===== src/rtl/instr_fetch_unit.sv =====
// instr_fetch_unit: RISC-V fetch front end; owns the fetch PC, tracks in-order imem reads, buffers 2 instructions for decode.
// Latency: request valid is combinational from queue room (incl. same-cycle decode pop); a response reaches Instr_Valid 1 cycle later.
// Backpressure: requests stop once buffered + in-flight reaches 2; an unaccepted request is held stable until accepted or redirected.
//
// Ports:
//   Clk_Core / Rst_Core                 clock, async active-high reset
//   Run                                 fetch enable (gates new requests only)
//   Redirect_Valid / Redirect_Pc        branch/jump redirect, word-aligned target
//   Program_Count                       PC of the next request to issue
//   Imem_Req_Valid/Ready/Addr           instruction memory read request channel
//   Imem_Rsp_Valid / Imem_Rsp_Data      in-order read responses, no backpressure
//   Instr_Valid/Ready, Instr_Data/Pc    decode-side handshake, queue head

module instr_fetch_unit #(
  parameter int unsigned       DWIDTH   = 32,
  parameter logic [DWIDTH-1:0] RESET_PC = '0
) (
  input  logic              Clk_Core,
  input  logic              Rst_Core,
  input  logic              Run,
  input  logic              Redirect_Valid,
  input  logic [DWIDTH-1:0] Redirect_Pc,
  output logic [DWIDTH-1:0] Program_Count,
  output logic              Imem_Req_Valid,
  input  logic              Imem_Req_Ready,
  output logic [DWIDTH-1:0] Imem_Req_Addr,
  input  logic              Imem_Rsp_Valid,
  input  logic [31:0]       Imem_Rsp_Data,
  output logic              Instr_Valid,
  input  logic              Instr_Ready,
  output logic [31:0]       Instr_Data,
  output logic [DWIDTH-1:0] Instr_Pc
);

  // ---------------------------------------------------------------------------
  // State
  // ---------------------------------------------------------------------------
  logic [DWIDTH-1:0] pc_q, pc_d;
  logic              hold_q, hold_d;      // request raised last cycle but not accepted
  logic [1:0]        total_q, total_d;    // accepted, response not yet seen
  logic [1:0]        disc_q, disc_d;      // part of total whose data must be dropped

  // Pending-PC queue: PCs of live (non-discarded) in-flight requests, head in slot 0.
  logic [DWIDTH-1:0] ppc0_q, ppc0_d, ppc1_q, ppc1_d;
  logic [1:0]        ppc_cnt_q, ppc_cnt_d;

  // Instruction queue: {pc, data} pairs for decode, head in slot 0.
  logic [DWIDTH-1:0] iq_pc0_q, iq_pc0_d, iq_pc1_q, iq_pc1_d;
  logic [31:0]       iq_dat0_q, iq_dat0_d, iq_dat1_q, iq_dat1_d;
  logic [1:0]        occ_q, occ_d;

  // ---------------------------------------------------------------------------
  // Handshake events
  // ---------------------------------------------------------------------------
  logic       pop;
  logic       accept;
  logic       rsp_keep;
  logic       rsp_old;
  logic [2:0] load;
  logic       room;
  logic       redirect_pc_unused;

  // Low address bits of the target are forced to zero below.
  assign redirect_pc_unused = ^Redirect_Pc[1:0];

  assign pop = Instr_Valid && Instr_Ready;

  // occ + total never exceeds 2 and pop implies occ >= 1, so this cannot underflow.
  assign load = {1'b0, occ_q} + {1'b0, total_q} - {2'b00, pop};
  assign room = (load < 3'd2);

  // Once raised, a request stays up regardless of Run; only a redirect withdraws it.
  // Reset gating keeps the output at 0 while Rst_Core is high even if Run is set.
  assign Imem_Req_Valid = !Rst_Core && !Redirect_Valid && (hold_q || (Run && room));
  assign accept         = Imem_Req_Valid && Imem_Req_Ready;

  // A response is either for a squashed request (dropped) or for the pending-PC head.
  // A response in a redirect cycle is dropped too; discard is reloaded to exclude it.
  assign rsp_old  = Imem_Rsp_Valid && (disc_q != 2'd0);
  assign rsp_keep = Imem_Rsp_Valid && (disc_q == 2'd0) && !Redirect_Valid;

  // ---------------------------------------------------------------------------
  // PC, request hold, counters
  // ---------------------------------------------------------------------------
  always_comb begin
    pc_d    = pc_q;
    hold_d  = Imem_Req_Valid && !Imem_Req_Ready;
    total_d = total_q + {1'b0, accept} - {1'b0, Imem_Rsp_Valid};
    disc_d  = disc_q;

    if (Redirect_Valid) begin
      pc_d   = {Redirect_Pc[DWIDTH-1:2], 2'b00};
      disc_d = total_q - {1'b0, Imem_Rsp_Valid};
    end else begin
      if (accept) begin
        pc_d = pc_q + DWIDTH'(4);
      end
      if (rsp_old) begin
        disc_d = disc_q - 2'd1;
      end
    end
  end

  // ---------------------------------------------------------------------------
  // Pending-PC queue: push on accept, pop on a kept response
  // ---------------------------------------------------------------------------
  always_comb begin
    ppc0_d    = ppc0_q;
    ppc1_d    = ppc1_q;
    ppc_cnt_d = ppc_cnt_q;

    if (Redirect_Valid) begin
      ppc_cnt_d = 2'd0;
    end else begin
      case ({accept, rsp_keep})
        2'b10: begin
          if (ppc_cnt_q == 2'd0) ppc0_d = pc_q;
          else                   ppc1_d = pc_q;
          ppc_cnt_d = ppc_cnt_q + 2'd1;
        end
        2'b01: begin
          ppc0_d    = ppc1_q;
          ppc_cnt_d = ppc_cnt_q - 2'd1;
        end
        2'b11: begin
          // Count unchanged: the head leaves while the new PC enters behind it.
          if (ppc_cnt_q == 2'd1) begin
            ppc0_d = pc_q;
          end else begin
            ppc0_d = ppc1_q;
            ppc1_d = pc_q;
          end
        end
        default: ;
      endcase
    end
  end

  // ---------------------------------------------------------------------------
  // Instruction queue: push kept responses, pop on decode handshake
  // ---------------------------------------------------------------------------
  always_comb begin
    iq_pc0_d  = iq_pc0_q;
    iq_pc1_d  = iq_pc1_q;
    iq_dat0_d = iq_dat0_q;
    iq_dat1_d = iq_dat1_q;
    occ_d     = occ_q;

    if (Redirect_Valid) begin
      // A decode handshake in this cycle still completes; decode squashes it.
      occ_d = 2'd0;
    end else begin
      case ({rsp_keep, pop})
        2'b10: begin
          if (occ_q == 2'd0) begin
            iq_pc0_d  = ppc0_q;
            iq_dat0_d = Imem_Rsp_Data;
          end else begin
            iq_pc1_d  = ppc0_q;
            iq_dat1_d = Imem_Rsp_Data;
          end
          occ_d = occ_q + 2'd1;
        end
        2'b01: begin
          iq_pc0_d  = iq_pc1_q;
          iq_dat0_d = iq_dat1_q;
          occ_d     = occ_q - 2'd1;
        end
        2'b11: begin
          if (occ_q == 2'd1) begin
            iq_pc0_d  = ppc0_q;
            iq_dat0_d = Imem_Rsp_Data;
          end else begin
            iq_pc0_d  = iq_pc1_q;
            iq_dat0_d = iq_dat1_q;
            iq_pc1_d  = ppc0_q;
            iq_dat1_d = Imem_Rsp_Data;
          end
        end
        default: ;
      endcase
    end
  end

  // ---------------------------------------------------------------------------
  // Registers
  // ---------------------------------------------------------------------------
  always_ff @(posedge Clk_Core or posedge Rst_Core) begin
    if (Rst_Core) begin
      pc_q      <= RESET_PC;
      hold_q    <= 1'b0;
      total_q   <= 2'd0;
      disc_q    <= 2'd0;
      ppc0_q    <= '0;
      ppc1_q    <= '0;
      ppc_cnt_q <= 2'd0;
      iq_pc0_q  <= '0;
      iq_pc1_q  <= '0;
      iq_dat0_q <= '0;
      iq_dat1_q <= '0;
      occ_q     <= 2'd0;
    end else begin
      pc_q      <= pc_d;
      hold_q    <= hold_d;
      total_q   <= total_d;
      disc_q    <= disc_d;
      ppc0_q    <= ppc0_d;
      ppc1_q    <= ppc1_d;
      ppc_cnt_q <= ppc_cnt_d;
      iq_pc0_q  <= iq_pc0_d;
      iq_pc1_q  <= iq_pc1_d;
      iq_dat0_q <= iq_dat0_d;
      iq_dat1_q <= iq_dat1_d;
      occ_q     <= occ_d;
    end
  end

  // ---------------------------------------------------------------------------
  // Outputs
  // ---------------------------------------------------------------------------
  assign Program_Count = pc_q;
  assign Imem_Req_Addr = pc_q;
  assign Instr_Valid   = (occ_q != 2'd0);
  assign Instr_Data    = iq_dat0_q;
  assign Instr_Pc      = iq_pc0_q;

endmodule

===== config.mk =====
export PLATFORM = sky130hd
export DESIGN_NAME = instr_fetch_unit
export DESIGN_NICKNAME = d
export VERILOG_FILES = /design/src/rtl/instr_fetch_unit.sv
export SDC_FILE = /design/constraint.sdc
export NUM_CORES = 1
export LEC_CHECK = 0
export ABC_AREA = 1
export BUFFER_PORTS_ARGS = -buffer_cell sky130_fd_sc_hd__buf_2
export CORE_MARGIN = 4
export CORE_UTILIZATION = 50
export CTS_BUF_LIST = sky130_fd_sc_hd__clkbuf_8
export DETAILED_ROUTE_END_ITERATION = 7
export HOLD_SLACK_MARGIN = 0.1
export PLACE_DENSITY = 0.76
export SETUP_SLACK_MARGIN = 0.5
export SLEW_MARGIN = 20
export SYNTH_ARGS = -nofsm -noshare
export SYNTH_HDL_FRONTEND = slang
export SYNTH_SLANG_ARGS = --single-unit

===== constraint.sdc =====
create_clock -name Clk_Core -period 14.59 [get_ports Clk_Core]
set_clock_uncertainty 0.2 [all_clocks]
set_input_delay 2.918 -clock Clk_Core [delete_from_list [all_inputs] [get_ports Clk_Core]]
set_output_delay 2.918 -clock Clk_Core [all_outputs]
set_load 0.05 [all_outputs]

==> out/metrics.csv <==
stage,metric,value,unit
worst_setup_path,cp_slowest_stage_delay,0.61,ns
place,post-place-ws,5.622,ns
sta,worst_slack,5.655,ns
yosys,synth_area_leaders,"dfrtp_1, nand2_1, nand3_1",
clocking,post-cts-setup-buffers,0,
die,rows,55,
yosys,synth_seq_cells,226,
global_route,grt_pass1_wl,48.53,mm
power,power.switching,1.296,mW
clocking,ctsHoldBuffers,0,
cells_and_area,design_area,12990,um^2
worst_setup_path,worstPathArrival,5.82,ns
yosys,synth-edff-count,0,
power,worst_ir_drop_vdd,0.09418,mV
route,drc_errors,0,
power,p_int,1.552,mW
clocking,clkTransAtPathRegs,0.06,ns
die,die_area,25400,um^2
worst_hold_path,hold_class,reg2reg,
place,dp_hpwl,19.01,mm
clocking,cts_num_sinks,226,
die,fp.coreArea,22570,um^2
power,power_density,219.3,nW/um^2
clocking,htreeDepth,2,
yosys,yosys_warnings,0,
yosys,syn_avg_cell_area,8.512,um^2
place,dp_cells,1720,
cells_and_area,area_growth,13.37,%
sta,fmax,111.9,MHz
worst_setup_path,cpMaxStageDelayCell,buf_4,
worst_setup_path,start_kind,input pin,
worst_setup_path,crit_buf_inv,6,
global_route,grt_overflow,0,
place,io_buffers,194,
sta,worstMarginPinSlew,1.042,ns
yosys,synth-async-reset-ratio,100.0,%
yosys,ys_seq_area_share,49.36,%
place,place_congestion,0.8835,
job,max_cap_violations,0,
sta,whs,0.2772,ns
cells_and_area,layout.cells.non_filler,1788,
worst_hold_path,hold_depth,2,
route,routed_via_density,5.522,
sta,finalHoldViolations,0,
cells_and_area,final_util,57.54,%
worst_setup_path,rrSetupSlack,8.58,ns
yosys,synth.distinct_cells,41,
route,ant_nets,0,
worst_setup_path,crit_chain,"buf_2, nand2_2, inv_2, buf_4, ha_1, or2_2, fa_1, nand2_1, inv_1, nand3_1, a21oi_2, buf_4, buf_2",
worst_setup_path,critPathKind,in2out,
power,p_comb_share,43.0,%
worst_setup_path,path_delay_family,buffers and inverters,
die,dieWidth,159.4,um
sta,fin_tns_setup,0,ns
worst_hold_path,worstHoldStart,ppc1_q[18],
global_route,grt_pass1_vias,9436,
cells_and_area,final_common_cell,nand2_1,
power,p_total,2.848,mW
route,wire_per_inst,16.34,um
yosys,yosys.area.top_type,dfrtp_1,
cells_and_area,drive_gt1_share,21.29,%
yosys,syn-cell-area,11460,um^2
worst_setup_path,required,11.47,ns
global_route,track_usage,22.68,%
sta,period_share,61.24,%
route,first_pass_iters,5,
yosys,ys.flop_type,dfrtp_1,
status,outcome,"finished, final reports clean",
die,initial_core_util,50.76,%
cells_and_area,final_cell_mix,"nand2_1, dfrtp_1, buf_2, nand3_1, nor2_1",
worst_setup_path,reg2reg_depth,18,
global_route,grt_max_degree,146,
sta,period_minus_slack,8.935,ns
cells_and_area,final_nets,1560,
sta,drv_slew,0,
die,pin_count,201,
worst_setup_path,worstSetupEndpointType,primary output,
sta,setup_violations,0,
route,vias,9873,
power,leakagePower,6.343,nW
worst_hold_path,min_to,ppc1_q[18],
worst_setup_path,critPathMaxFanout,68,
worst_setup_path,r2r_end,ppc1_q[23],
worst_setup_path,r2r-start,occ_q[0],
clocking,clock_latency,0.52,ns
global_route,antenna_found_initial,0,
cells_and_area,num_antenna_cells,0,
yosys,yosysTopAreaCellShare,49.36,%
power,power_frac_seq,37.5,%
clocking,root_buffer,clkbuf_8,
die,die_h,159.4,um
sta,rsz0062_at_grt,false,
route,postRouteWirelength,29.21,mm
clocking,cts_tree,done,
clocking,cts_buffer_depth,3,
clocking,cts_resized,0,
power,switching_share,45.50,%
route,dr.first_iter.drc_count,889,
power,p_clk_share,19.5,%
place,placed_area,12190,um^2
yosys,syn_inst,1346,
sta,slew_headroom,30.54,%
clocking,cts_buffers,39,
-- cell type report --
class / instances / area (um^2)
clock buffer: 50 / 688.2
clock inverter: 17 / 75.07
fill: 2075 / 9583
inverter: 68 / 269.0
multi-input combinational: 941 / 4901
sequential: 226 / 5655
tap: 285 / 356.6
timing repair buffer: 201 / 1044
-- worst register-to-register path, stage by stage, from the launching register on --
cell,delay [ns]
dfrtp_1,0.34
inv_1,0.08
ha_1,0.20
inv_1,0.19
nand2_2,0.11
inv_2,0.05
buf_4,0.61
ha_1,0.36
or2_2,0.30
fa_1,0.49
nand2_1,0.05
inv_1,0.05
nand3_1,0.11
nand2_1,0.15
nand3_2,0.67
inv_2,0.72
nand3_1,0.20
nand2_2,0.74
o21ai_0,0.21
-- synthesized netlist by cell type, types with 4 or more instances --
| cell type | n |
|---|---|
| xor2_1 | 8 |
| nor3_1 | 21 |
| o21ai_0 | 56 |
| ha_1 | 11 |
| clkbuf_1 | 26 |
| mux2_1 | 16 |
| a31oi_1 | 63 |
| o211ai_1 | 13 |
| nand4_1 | 23 |
| nand2_1 | 382 |
| mux2_2 | 46 |
| inv_2 | 4 |
| nor2_1 | 97 |
| buf_2 | 36 |
| nand3b_1 | 10 |
| inv_1 | 63 |
| mux2i_1 | 4 |
| dfrtp_1 | 226 |
| o21ai_1 | 7 |
| buf_4 | 46 |
| nand3_1 | 155 |
| a21oi_1 | 5 |
-- metal layers --
layer	GRT usage, %	wire length [um]	vias to the layer above	share of wire, %
li1	-	-	4727	-
met1	33.43	13410	4682	46
met2	34.92	12970	414	44
met3	3.443	2158	50	7.4
met4	6.824	672	0	2.3
met5	0	0	-	0
-- how the worst max path moves through the flow --
stage	cells past startpoint	end	slack, ns	from
finish	13	Imem_Req_Valid	5.65	Instr_Ready
global route	13	Imem_Req_Valid	5.46	Instr_Ready
CTS	13	Imem_Req_Valid	5.61	Instr_Ready
detailed placement	13	Imem_Req_Valid	5.62	Instr_Ready
global placement	13	Imem_Req_Valid	5.67	Instr_Ready
floorplan	1	Imem_Req_Addr[10]	5.28	Rst_Core
-- cells by family (layout without fill, tap and decap cells) --
family | after synthesis | in the layout | share of synthesized area [%]
and+or+nand+nor | 698 | 698 | 26.12
DFF | 226 | 226 | 49.36
buffers and inverters | 182 | 336 | 8.027
AOI/OAI and AO/OA | 150 | 150 | 7.797
muxes | 66 | 66 | 6.443
adders and majority gates | 12 | 12 | 1.376
xor gates and xnor gates | 11 | 11 | 0.8410
other | 1 | 4 | 0.03273
-- sequential cells by signal, indices dropped and copies added (netlist names) --
register       cells
Imem_Req_Addr     30
Instr_Data        32
Instr_Pc          31
disc_q             2
hold_q             1
iq_dat1_q         32
iq_pc1_q          31
occ_q              2
ppc0_q            31
ppc1_q            30
ppc_cnt_q          2
total_q            2
-- power by group through the flow --
stage / clock network [mW] / logic, mW / registers, mW
6_report: 0.556 / 1.22 / 1.07
5_1_grt: 0.597 / 1.33 / 1.10
4_1_cts: 0.567 / 1.23 / 1.07
3_5_place_dp: 0 / 1.22 / 1.08
3_3_place_gp: 0 / 1.19 / 1.06
2_1_floorplan: 0 / 0.629 / 1.39
Note: power is estimated with default switching activity, not from simulation.
